$ cat src/rtl/frame_scanner_if.sv
// Bus between the snake game logic and frame_scanner: pixel writes, swap handshake and scan outputs.
// The game side uses the master modport; frame_scanner uses the slave modport.
interface frame_scanner_if #(
   parameter int rows    = 8,
   parameter int columns = 12,
   parameter int XW      = 4,
   parameter int YW      = 3
);
   logic               wr_en;
   logic [XW-1:0]      wr_x;
   logic [YW-1:0]      wr_y;
   logic               wr_val;
   logic               swap_req;
   logic               swap_ack;
   logic               busy;
   logic [rows-1:0]    rowOut;
   logic [columns-1:0] colOut;
   logic [XW-1:0]      col_idx;

   modport master (
      output wr_en, wr_x, wr_y, wr_val, swap_req,
      input  swap_ack, busy, rowOut, colOut, col_idx
   );

   modport slave (
      input  wr_en, wr_x, wr_y, wr_val, swap_req,
      output swap_ack, busy, rowOut, colOut, col_idx
   );
endinterface

$ cat src/rtl/frame_scanner.sv
// Double-buffered rows x columns pixel store that scans the front buffer one column at a time.
// Optional feature CLEAR_ON_SWAP_EN: clears the new back buffer in the swap cycle.
module frame_scanner #(
   parameter int rows    = 8,
   parameter int columns = 12,
   parameter int hold    = 512,
   parameter int XW      = 4,
   parameter int YW      = 3
) (
   input logic              CLK,
   input logic              RST_N,
   frame_scanner_if.slave   bus
);
   localparam int              HW        = (hold > 1) ? $clog2(hold) : 1;
   localparam logic [HW-1:0]   HOLD_LAST = HW'(hold - 1);
   localparam logic [XW-1:0]   LAST_COL  = XW'(columns - 1);
   localparam logic [YW-1:0]   LAST_ROW  = YW'(rows - 1);
   localparam logic [columns-1:0] COL_ONE = {{(columns-1){1'b0}}, 1'b1};

   logic [columns-1:0][rows-1:0] frame_mem [2];
   logic                         front_sel;
   logic [HW-1:0]                hold_cnt;
   logic [XW-1:0]                col_idx;
   logic                         busy;
   logic [rows-1:0]              row_q;
   logic [columns-1:0]           col_q;

   logic hold_last;
   logic frame_end;
   logic swap_fire;
   logic write_ok;

   assign hold_last = (hold_cnt == HOLD_LAST);
   assign frame_end = hold_last && (col_idx == LAST_COL);
   assign swap_fire = busy && frame_end;
   assign write_ok  = bus.wr_en && (bus.wr_x <= LAST_COL) && (bus.wr_y <= LAST_ROW);

   assign bus.swap_ack = swap_fire;
   assign bus.busy     = busy;
   assign bus.rowOut   = row_q;
   assign bus.colOut   = col_q;
   assign bus.col_idx  = col_idx;

   // Column scan: outputs are registered from the column index of the current cycle.
   always_ff @(posedge CLK) begin
      if (!RST_N) begin
         hold_cnt <= '0;
         col_idx  <= '0;
         row_q    <= '0;
         col_q    <= '0;
      end else begin
         hold_cnt <= hold_last ? '0 : hold_cnt + HW'(1);
         if (hold_last)
            col_idx <= (col_idx == LAST_COL) ? '0 : col_idx + XW'(1);
         col_q <= COL_ONE << col_idx;
         row_q <= frame_mem[front_sel][col_idx];
      end
   end

   // A request seen while idle is latched; further requests are dropped until the swap lands.
   always_ff @(posedge CLK) begin
      if (!RST_N) begin
         busy      <= 1'b0;
         front_sel <= 1'b0;
      end else if (swap_fire) begin
         busy      <= 1'b0;
         front_sel <= ~front_sel;
      end else if (bus.swap_req) begin
         busy <= 1'b1;
      end
   end

   // Writes use the pre-swap back buffer, so a write in the swap cycle lands in the new front.
   always_ff @(posedge CLK) begin
      if (!RST_N) begin
         frame_mem[0] <= '0;
         frame_mem[1] <= '0;
      end else begin
`ifdef CLEAR_ON_SWAP_EN
         if (swap_fire)
            frame_mem[front_sel] <= '0;
`endif
         if (write_ok)
            frame_mem[~front_sel][bus.wr_x][bus.wr_y] <= bus.wr_val;
      end
   end
endmodule
$ cat src/flat_wrapper.sv
// flat-port wrapper written by rule: the top's interface ports become plain ports
module frame_scanner_flat 
#(
   parameter int rows    = 8,
   parameter int columns = 12,
   parameter int hold    = 512,
   parameter int XW      = 4,
   parameter int YW      = 3
)
  (CLK, RST_N, bus_wr_en, bus_wr_x, bus_wr_y, bus_wr_val, bus_swap_req, bus_swap_ack, bus_busy, bus_rowOut, bus_colOut, bus_col_idx);
  frame_scanner_if #(.rows(rows), .columns(columns), .XW(XW), .YW(YW)) bus_i ();
  input logic CLK;
  input logic RST_N;
  input wire logic [$bits(bus_i.wr_en)-1:0] bus_wr_en;
  input wire logic [$bits(bus_i.wr_x)-1:0] bus_wr_x;
  input wire logic [$bits(bus_i.wr_y)-1:0] bus_wr_y;
  input wire logic [$bits(bus_i.wr_val)-1:0] bus_wr_val;
  input wire logic [$bits(bus_i.swap_req)-1:0] bus_swap_req;
  output wire logic [$bits(bus_i.swap_ack)-1:0] bus_swap_ack;
  output wire logic [$bits(bus_i.busy)-1:0] bus_busy;
  output wire logic [$bits(bus_i.rowOut)-1:0] bus_rowOut;
  output wire logic [$bits(bus_i.colOut)-1:0] bus_colOut;
  output wire logic [$bits(bus_i.col_idx)-1:0] bus_col_idx;
  assign bus_i.wr_en = bus_wr_en;
  assign bus_i.wr_x = bus_wr_x;
  assign bus_i.wr_y = bus_wr_y;
  assign bus_i.wr_val = bus_wr_val;
  assign bus_i.swap_req = bus_swap_req;
  assign bus_swap_ack = bus_i.swap_ack;
  assign bus_busy = bus_i.busy;
  assign bus_rowOut = bus_i.rowOut;
  assign bus_colOut = bus_i.colOut;
  assign bus_col_idx = bus_i.col_idx;
  frame_scanner #(.rows(rows), .columns(columns), .hold(hold), .XW(XW), .YW(YW)) u_core (.CLK(CLK), .RST_N(RST_N), .bus(bus_i));
endmodule
$ cat config.mk
export PLATFORM = sky130hd
export DESIGN_NAME = frame_scanner_flat
export DESIGN_NICKNAME = d
export VERILOG_FILES = /design/src/rtl/frame_scanner_if.sv /design/src/rtl/frame_scanner.sv /design/src/flat_wrapper.sv
export SDC_FILE = /design/constraint.sdc
export NUM_CORES = 1
export LEC_CHECK = 0
export BUFFER_PORTS_ARGS = -buffer_cell sky130_fd_sc_hd__buf_2
export CAP_MARGIN = 0
export CORE_MARGIN = 2
export CORE_UTILIZATION = 60
export CTS_CLUSTER_SIZE = 8
export DETAILED_ROUTE_END_ITERATION = 7
export GPL_TIMING_DRIVEN = 0
export PLACE_DENSITY_LB_ADDON = 0.08
export SLEW_MARGIN = 25
export SYNTH_ARGS = -nofsm -noshare
export SYNTH_HDL_FRONTEND = slang
export SYNTH_SLANG_ARGS = --single-unit
$ cat constraint.sdc
create_clock -name CLK -period 2.1 [get_ports CLK]
set_input_delay 0.315 -clock CLK [delete_from_list [all_inputs] [get_ports CLK]]
set_output_delay 0.315 -clock CLK [all_outputs]
set_load 0.05 [all_outputs]
Yosys cells after proc, flatten, opt, wreduce, memory -nomap -nowiden:

Memories as Yosys holds them, arrays and structs flattened. A register that Yosys moved wholly into a read port is not among the register bits.
Index checks and enable logic that the tools add are counted.

* register bits: 35
* RAM bits: 192
* bits of input ports: 12
* output and inout port bits: 26
* logic and storage cells: 46
* memories: 1

Memory list
* u_core.frame_mem: words 2, width 96, read ports 1, clocked after memory_dff 1, write ports 2, line frame_scanner.sv:20 `logic [columns-1:0][rows-1:0] frame_mem [2];`

* add/sub/neg operators: 2
* $lt $le $gt $ge: 7
* equal/unequal tests: 2
* shift-type cells: 1
* muxes and demuxes: 16
* bitwise operators: 2
* reduce and logical (&&, ||, !) cells: 9

Operator list (number)
* 2-to-1 mux 96 bit: 3
* OR reduction 96 bit: 1
* binary-select mux 8 bit (select 4 bit): 1
* demux 8 bit (select 4 bit): 1
* 2-to-1 mux 8 bit: 2
* << shifter 1 x 4 -> 12 bit, first input constant: 1
* < comparator 4 x 5 -> 1 bit, second input constant: 2
* adder 9 x 1 -> 9 bit, second input constant: 1
* == test 9 bit, second input constant: 1
* 2-to-1 mux 1 bit: 7
* logical AND 1 bit: 6
* adder 4 x 1 -> 4 bit, second input constant: 1
* == test 4 bit, second input constant: 1
* >= comparator 4 x 1 -> 1 bit, second input constant: 1
* <= comparator 4 bit, second input constant: 1
* < comparator 3 x 4 -> 1 bit, second input constant: 1
* 2-to-1 mux 4 bit: 1
* OR reduction 2 bit: 2
* demux 1 bit (select 3 bit): 1
* >= comparator 3 x 1 -> 1 bit, second input constant: 1
* <= comparator 3 bit, second input constant: 1
* inverter 1 bit: 2

Longest topological paths before layout:

Gate-level depths: netlist of the first run.

* word-level depth: 9
* gate-level depth with buffers: 9
* mapped depth without buffers: 8

Worst setup path after synthesis of the first run:

Ideal clock, no wire load.

* kind: reg-to-reg
* from: register u_core.hold_cnt[0]
* to: register with a tool-made name
* setup time: 115 ps
* arrival time: 2847 ps
* data required time: 1985 ps
* slack: -862 ps
* stages on the path, launching flop included: 10
* buffers on the path: 1
* clock period less this slack: 2962 ps
* cell sequence: dfxtp_1 -> ha_1 -> and3_1 -> and3_1 -> ha_1 -> clkbuf_1 -> nand2_1 -> nor3_1 -> xor2_1 -> and2_1

RTL lines
* start, declared: line frame_scanner.sv:22 `logic [HW-1:0] hold_cnt;`
* start signal, assigned: line frame_scanner.sv:52 `hold_cnt <= hold_last ? '0 : hold_cnt + HW'(1);`

Final worst setup path of the first run:

* from: register u_core.hold_cnt[5]
* to: output port bus_swap_ack

* word-level cells in the longest chain between the ends: 3

Ends and longest elaborated chain
* == test 9 bit: line frame_scanner.sv:33 `assign hold_last = (hold_cnt == HOLD_LAST);`
* logical AND 1 bit: line frame_scanner.sv:34 `assign frame_end = hold_last && (col_idx == LAST_COL);`
* logical AND 1 bit: line frame_scanner.sv:35 `assign swap_fire = busy && frame_end;`
* end, declared: line flat_wrapper.sv:19 `output wire logic [$bits(bus_i.swap_ack)-1:0] bus_swap_ack;`

No other way between the ends.

==> flow_metrics.py, run 1 <==
metrics = {
    "worst_setup_path": {
        "rr_worst_depth": 5,
        "cp_max_fo": 2,
        "worstPathArrival_ns": 2.07,
        "worstSetupPathType": "register to output port",
        "critPathRequiredTime_ns": 1.78,
        "end_kind": "output port",
        "critPathLaunch": "u_core.hold_cnt[5]$_SDFF_PP0_",
        "r2r_setup_slack_ns": 0.04,
        "worstReg2RegStart": "u_core.bus.col_idx[0]$_SDFFE_PN0N_",
        "crit_end": "bus_swap_ack",
        "r2r-end": "u_core.bus.rowOut[2]$_SDFF_PN0_",
        "startpoint_type": "register",
    },
    "cells_and_area": {
        "fin_nets": 1078,
        "n_antenna_cell": 0,
        "final_cell_mix": "nor2_1, edfxtp_1, o21ai_0",
        "fill_cells": 1324,
        "layout_commonest_cell": "nor2_1",
        "final_core_util_pct": 70.73,
        "drive_above_1_share_pct": 15.38,
        "instances_no_fill": 1308,
        "area_delta_synth_final_pct": 15.79,
    },
    "pwr": {
        "ir_drop_mv": 0.6933,
        "p_per_area_nw_per_um2": 856.8,
        "leakage_nw": 4.145,
        "finalPower_mw": 10.88,
    },
    "routing": {
        "postRouteAntennaNets": 0,
        "drc": 0,
        "routed_via_density": 6.704,
        "drtIter0Drc": 1364,
        "firstDrtPassIters": 6,
        "vias": 8769,
        "wirelength_um": 33770,
        "wl_per_cell_um": 25.82,
    },
    "job": {
        "drv_cap": 0,
    },
    "timing": {
        "finClkSkew_ns": 0.01254,
        "relSlewSlack_pct": 33.68,
        "setup_violations": 1,
        "period_minus_slack_ns": 2.382,
        "final_max_slew_viol_count": 0,
        "timing.hold.ws_ns": 0.04834,
        "fin_crit_sh_pct": 113.4,
        "rsz0062_at_grt": "true",
        "max_freq_mhz": 419.9,
        "timing.final.ws_setup_ns": -0.2816,
        "hold_violations": 0,
        "tightest_slew_ns": 0.9904,
    },
    "floorplan": {
        "pin_count": 38,
        "dieWidth_um": 139.2,
        "core_um2": 17960,
        "die_y_um": 139.2,
        "die_area_um2": 19380,
        "start_util_pct": 61.08,
        "rows": 49,
    },
    "hold_path": {
        "hp-class": "input pin to register",
    },
    "synth": {
        "synth_area_leader_cell": "edfxtp_1",
        "ys_warn_count": 0,
        "synth_cell_type_count": 42,
        "synth.top_cell.area_share_pct": 52.55,
        "seq_area_frac_synth_pct": 59.12,
        "synth-edff-count": 192,
        "syn_inst": 978,
        "synth-seq-cells": 228,
        "synth_area_leaders": "edfxtp_1, o21ai_0, nor2_1",
        "syn_avg_cell_area_um2": 11.22,
        "async_flop_share_pct": 0,
        "synth_ff_type": "edfxtp_1",
        "syn-num-nets": 997,
        "synth_area_um2": 10970,
    },
    "clock_network": {
        "clock_sinks": 228,
        "hold_buffers": 0,
        "cts_tree": "done",
        "cts_root_buffer": "clkbuf_16",
        "cts_buffers": 34,
        "htreeDepth": 2,
        "insertion_delay_ns": 0.50,
        "cts_buffer_depth": 3,
        "clk_pin_slew_ns": 0.05,
    },
    "place": {
        "gp_congestion": 0.9309,
        "hpwl_um": 22640,
        "port_buffers": 36,
        "dp_cells": 1243,
    },
    "global_routing": {
        "grt.total_usage_pct": 35.60,
        "grt_overflow": 0,
        "grt_pass1_vias": 8540,
        "grt_max_degree": 11,
        "grt_pass1_wl_um": 51210,
        "antenna_found_initial": 0,
    },
    "outcome": {
        "status": "complete, but fails checks",
        "violations": "negative setup slack",
    },
}
-- registers in the layout, indices dropped and copies added (netlist names), named ones only --
register            count
u_core.bus.busy         1
u_core.front_sel        1
u_core.bus.rowOut       8
u_core.bus.col_idx      4
u_core.frame_mem      192
u_core.bus.colOut      12
u_core.hold_cnt         9
-- critical path, cell delays in order, from the launching register on --
cell and delay [ns]:
dfxtp_2 0.32, and3_4 0.19, and3_4 0.18, and3_4 0.19
ha_4 0.14, nand2_4 0.05, nor3_4 0.28, buf_6 0.21
-- routing by layer --
| layer | wire length [um] | track usage, % | share of wire (%) |
|---|---|---|---|
| met1 | 12320 | 47.73 | 36 |
| met2 | 15410 | 55.91 | 46 |
| met3 | 4089 | 7.364 | 12 |
| met4 | 1944 | 17.86 | 5.8 |
| met5 | 0 | 0 | 0 |
-- report_power, final --
part	switching [mW]	total, mW	internal [mW]
Clock	1.92	5.24	3.32
Combinational	0.383	0.522	0.139
Sequential	0.0531	5.12	5.07
Total	2.35	10.9	8.53
-- cell families (layout without fill, tap and decap cells) --
kind of cell    after synthesis  in the layout  synth area share, %
compound gates              238            238                11.64
xor+xnor                      7              7               0.5588
fa+ha+maj                     7              7               0.7982
buf+inv                      92            193                4.311
flops                       228            228                59.12
mux                          62             62                10.07
simple gates                344            344                13.50
-- metrics by stage --
stage               worst slack, ns  cell area (um2)  setup TNS (ns)
floorplan                  -0.02817            11030        -0.05634
detailed placement          -0.2564            11500          -20.86
finish                      -0.2816            12700         -0.2816
global placement            -0.2320            11500          -14.88
CTS                         -0.2536            12620         -0.2536
global route                -0.3115            12700         -0.3115
-- worst min-delay path by stage --
stage | cells after the start | startpoint | slack [ns] | endpoint
2_1_floorplan | 1 | u_core.hold_cnt[0]$_SDFF_PP0_ | 0.39 | u_core.hold_cnt[0]$_SDFF_PP0_
3_3_place_gp | 1 | u_core.hold_cnt[0]$_SDFF_PP0_ | 0.40 | u_core.hold_cnt[0]$_SDFF_PP0_
3_5_place_dp | 1 | u_core.hold_cnt[0]$_SDFF_PP0_ | 0.41 | u_core.hold_cnt[0]$_SDFF_PP0_
4_1_cts | 3 | bus_swap_req | 0.04 | u_core.bus.busy$_SDFFE_PP0P_
5_1_grt | 3 | bus_swap_req | 0.06 | u_core.bus.busy$_SDFFE_PP0P_
6_report | 3 | bus_swap_req | 0.05 | u_core.bus.busy$_SDFFE_PP0P_
-- area by class of cell --
| type | count | area [um2] | area share [%] |
|---|---|---|---|
| Timing Repair Buffer | 46 | 274.0 | 2.157 |
| Clock buffer | 55 | 993.5 | 7.820 |
| Clock inverter | 1 | 30.03 | 0.2364 |
| Buffer | 86 | 456.7 | 3.595 |
| Sequential cell | 228 | 6495 | 51.12 |
| Tap cell | 229 | 286.5 | 2.255 |
| Inverter | 5 | 18.77 | 0.1477 |
| Multi-Input combinational cell | 658 | 4150 | 32.67 |
-- Yosys cell counts (3+ instances only) --
cell and number:
nand2_1 64, o211ai_1 7, xnor2_1 3, a22o_1 5, and2_1 14, and3b_1 4
nand4_1 3, edfxtp_1 192, and3_1 6, a211oi_1 5, inv_1 4, a21oi_1 11
o21ai_0 186, buf_6 13, buf_4 3, mux2i_1 26, nand3_1 9, clkbuf_1 66
xor2_1 4, dfxtp_1 36, ha_1 7, nor2_1 214, mux4_1 9, a22oi_1 15
nor2b_1 10, mux4_2 27, o21ai_1 9, and2_0 3
-- what timing repair did --
action / 4_1_cts / 5_1_grt
endpoints found under the setup margin: 26 / 45
setup buffers: 8 / 2
gates resized for setup: 12 / 16
pin swaps: 5 / 0
Note: power is estimated with default switching activity, not from simulation.
==> inputs of run 2 (changes only) <==
==> constraint.sdc (replaced) <==
create_clock -name CLK -period 2.45 [get_ports CLK]
set_input_delay 0.3675 -clock CLK [delete_from_list [all_inputs] [get_ports CLK]]
set_output_delay 0.3675 -clock CLK [all_outputs]
set_load 0.05 [all_outputs]
==> flow_metrics.py, run 2 (synthesized netlist as in run 1, its figures left out) <==
metrics = {
    "place": {
        "dp_cells": 1243,
        "place_ws_ns": -0.08946,
        "port_buffers": 36,
        "gp_congestion": 0.9175,
        "hpwl_um": 22420,
    },
    "cells_and_area": {
        "n_antenna_cell": 0,
        "drive_above_1_share_pct": 13.48,
        "largest_reg_flops": 192,
        "instances_no_fill": 1297,
        "final_core_util_pct": 69.68,
        "layout_commonest_cell": "nor2_1",
        "final_cell_mix": "nor2_1, edfxtp_1, o21ai_0",
        "area_delta_synth_final_pct": 14.08,
        "seq_area_um2": 6492,
        "multiInputGateArea_um2": 4056,
        "top_register": "u_core.frame_mem",
        "fin_nets": 1074,
        "fill_cells": 1322,
    },
    "hold_path": {
        "holdPathStages": 3,
        "min_to": "u_core.bus.busy$_SDFFE_PP0P_",
        "hp-class": "input pin to register",
        "holdCritStartpoint": "bus_swap_req",
    },
    "worst_setup_path": {
        "cpMostUsedCell": "and3_4",
        "r2r_setup_slack_ns": 0.13,
        "cp_max_fo": 3,
        "startpoint_type": "register",
        "slowest_delay_ns": 0.34,
        "r2r-end": "u_core.frame_mem[0][77]$_SDFFCE_PN0P_",
        "cp_slowest_cell": "dfxtp_2",
        "end_kind": "output port",
        "rr_worst_depth": 4,
        "critPathRequiredTime_ns": 2.08,
        "path_cells": "and3_4 -> and3_4 -> and3_4 -> ha_4 -> nand2_2 -> nor3_4 -> buf_12 -> buf_12",
        "worstReg2RegStart": "u_core.front_sel$_SDFFE_PN0P_",
        "worstPathArrival_ns": 2.01,
        "worstSetupPathType": "register to output port",
    },
    "global_routing": {
        "grt_pass1_wl_um": 51400,
        "grt.total_usage_pct": 35.93,
        "grt_overflow": 0,
        "grt_pass1_vias": 8489,
        "grt_max_degree": 11,
        "antenna_found_initial": 0,
    },
    "floorplan": {
        "die_area_um2": 19380,
        "dieWidth_um": 139.2,
        "die_y_um": 139.2,
        "rows": 49,
        "pin_count": 38,
        "core_um2": 17960,
        "start_util_pct": 61.08,
    },
    "pwr": {
        "p_sw_share_pct": 21.93,
        "pwr-share-clk_pct": 47.3,
        "p_per_area_nw_per_um2": 731.1,
        "ir_drop_mv": 0.6289,
        "internal_power_mw": 7.145,
        "power_switching_mw": 2.007,
        "combPwrFrac_pct": 4.7,
        "power_frac_seq_pct": 48.0,
        "leakage_nw": 4.061,
    },
    "timing": {
        "rsz0062_at_grt": "false",
        "setup_violations": 0,
        "relSlewSlack_pct": 47.15,
        "period_minus_slack_ns": 2.381,
        "finClkSkew_ns": 0.01109,
        "final_max_slew_viol_count": 0,
        "max_freq_mhz": 420.0,
        "tightest_slew_ns": 0.7927,
        "hold_violations": 0,
        "timing.final.ws_setup_ns": 0.06931,
        "fin_crit_sh_pct": 97.17,
    },
    "job": {
        "drv_cap": 0,
    },
    "routing": {
        "routed_via_density": 6.820,
        "drc": 0,
        "postRouteAntennaNets": 0,
        "vias": 8846,
        "drtIter0Drc": 1460,
        "firstDrtPassIters": 6,
        "wl_per_cell_um": 26.53,
        "wirelength_um": 34410,
    },
    "clock_network": {
        "cts_tree": "done",
        "clock_sinks": 228,
        "htreeDepth": 2,
        "cts_root_buffer": "clkbuf_16",
        "cts_buffer_depth": 3,
        "insertion_delay_ns": 0.51,
        "hold_buffers": 0,
        "cts_buffers": 34,
        "clk_pin_slew_ns": 0.05,
    },
    "outcome": {
        "status": "finished clean",
    },
}
## run 2: cell count changes in the layout (fill, tap and decap cells not counted), sizes merged
cell	previous run	this run
clkbuf	121	112
inv	4	5
buf	66	63
## run 2: area by class of cell
| type | count | area share [%] |
|---|---|---|
| clock buffers | 47 | 7.357 |
| flip-flops and latches | 228 | 51.87 |
| multi-input cells | 658 | 32.41 |
| clock inverters | 2 | 0.3099 |
| plain buffers | 86 | 3.599 |
| well taps | 229 | 2.289 |
| repair buffers | 42 | 2.019 |
| inverters | 5 | 0.1499 |
## run 2: worst max path at each step
stage / from / end / slack, ns / cells past startpoint
after floorplan: u_core.hold_cnt[0]$_SDFF_PP0_ / register / 0.22 / 9
after global placement: u_core.hold_cnt[0]$_SDFF_PP0_ / bus_swap_ack / -0.08 / 8
after CTS: u_core.hold_cnt[1]$_SDFF_PP0_ / bus_swap_ack / 0.001 / 8
final: u_core.hold_cnt[5]$_SDFF_PP0_ / bus_swap_ack / 0.07 / 8
after global routing: u_core.hold_cnt[3]$_SDFF_PP0_ / bus_swap_ack / 0.008 / 8
after detailed placement: u_core.hold_cnt[3]$_SDFF_PP0_ / bus_swap_ack / -0.09 / 8
## run 2: metal layers
layer / GRT usage, % / wire length [um]
met1: 49.99 / 12480
met3: 10.91 / 5185
met5: 2.506 / 62
met4: 16.69 / 1669
met2: 52.24 / 15010
## run 2: power groups by stage
stage	clock (mW)	combinational [mW]	sequential (mW)
after floorplan	0	0.245	4.47
after global placement	0	0.401	4.45
after detailed placement	0	0.410	4.46
after CTS	4.31	0.414	4.39
after global routing	4.45	0.459	4.40
final	4.33	0.429	4.39
## run 2: critical path: cells and delay by family, from the launching register on
kind	cells	cell delay, ns
flip-flops	1	0.34
adder cells (fa/ha/maj)	1	0.13
AND/OR/NAND/NOR	5	0.75
buffers and inverters	2	0.28
## run 2: timing repair
item                       in CTS  in global routing
hold endpoints to repair        0                  0
setup buffers                   6                  0
pin swaps                       5                  1
setup endpoints to repair       1                  1
gates resized for setup        16                  0
## run 2: per-stage QoR
| step | power [mW] | cell area [um2] | TNS, ns | hold WS [ns] |
|---|---|---|---|---|
| 4_1_cts | 9.109 | 12520 | 0 | 0.09958 |
| 3_3_place_gp | 4.856 | 11450 | -0.07668 | 0.4286 |
| 5_1_grt | 9.304 | 12520 | 0 | 0.1549 |
| 6_report | 9.152 | 12520 | 0 | 0.1047 |
| 2_1_floorplan | 4.711 | 10980 | 0 | 0.4132 |
| 3_5_place_dp | 4.871 | 11450 | -0.08946 | 0.4413 |
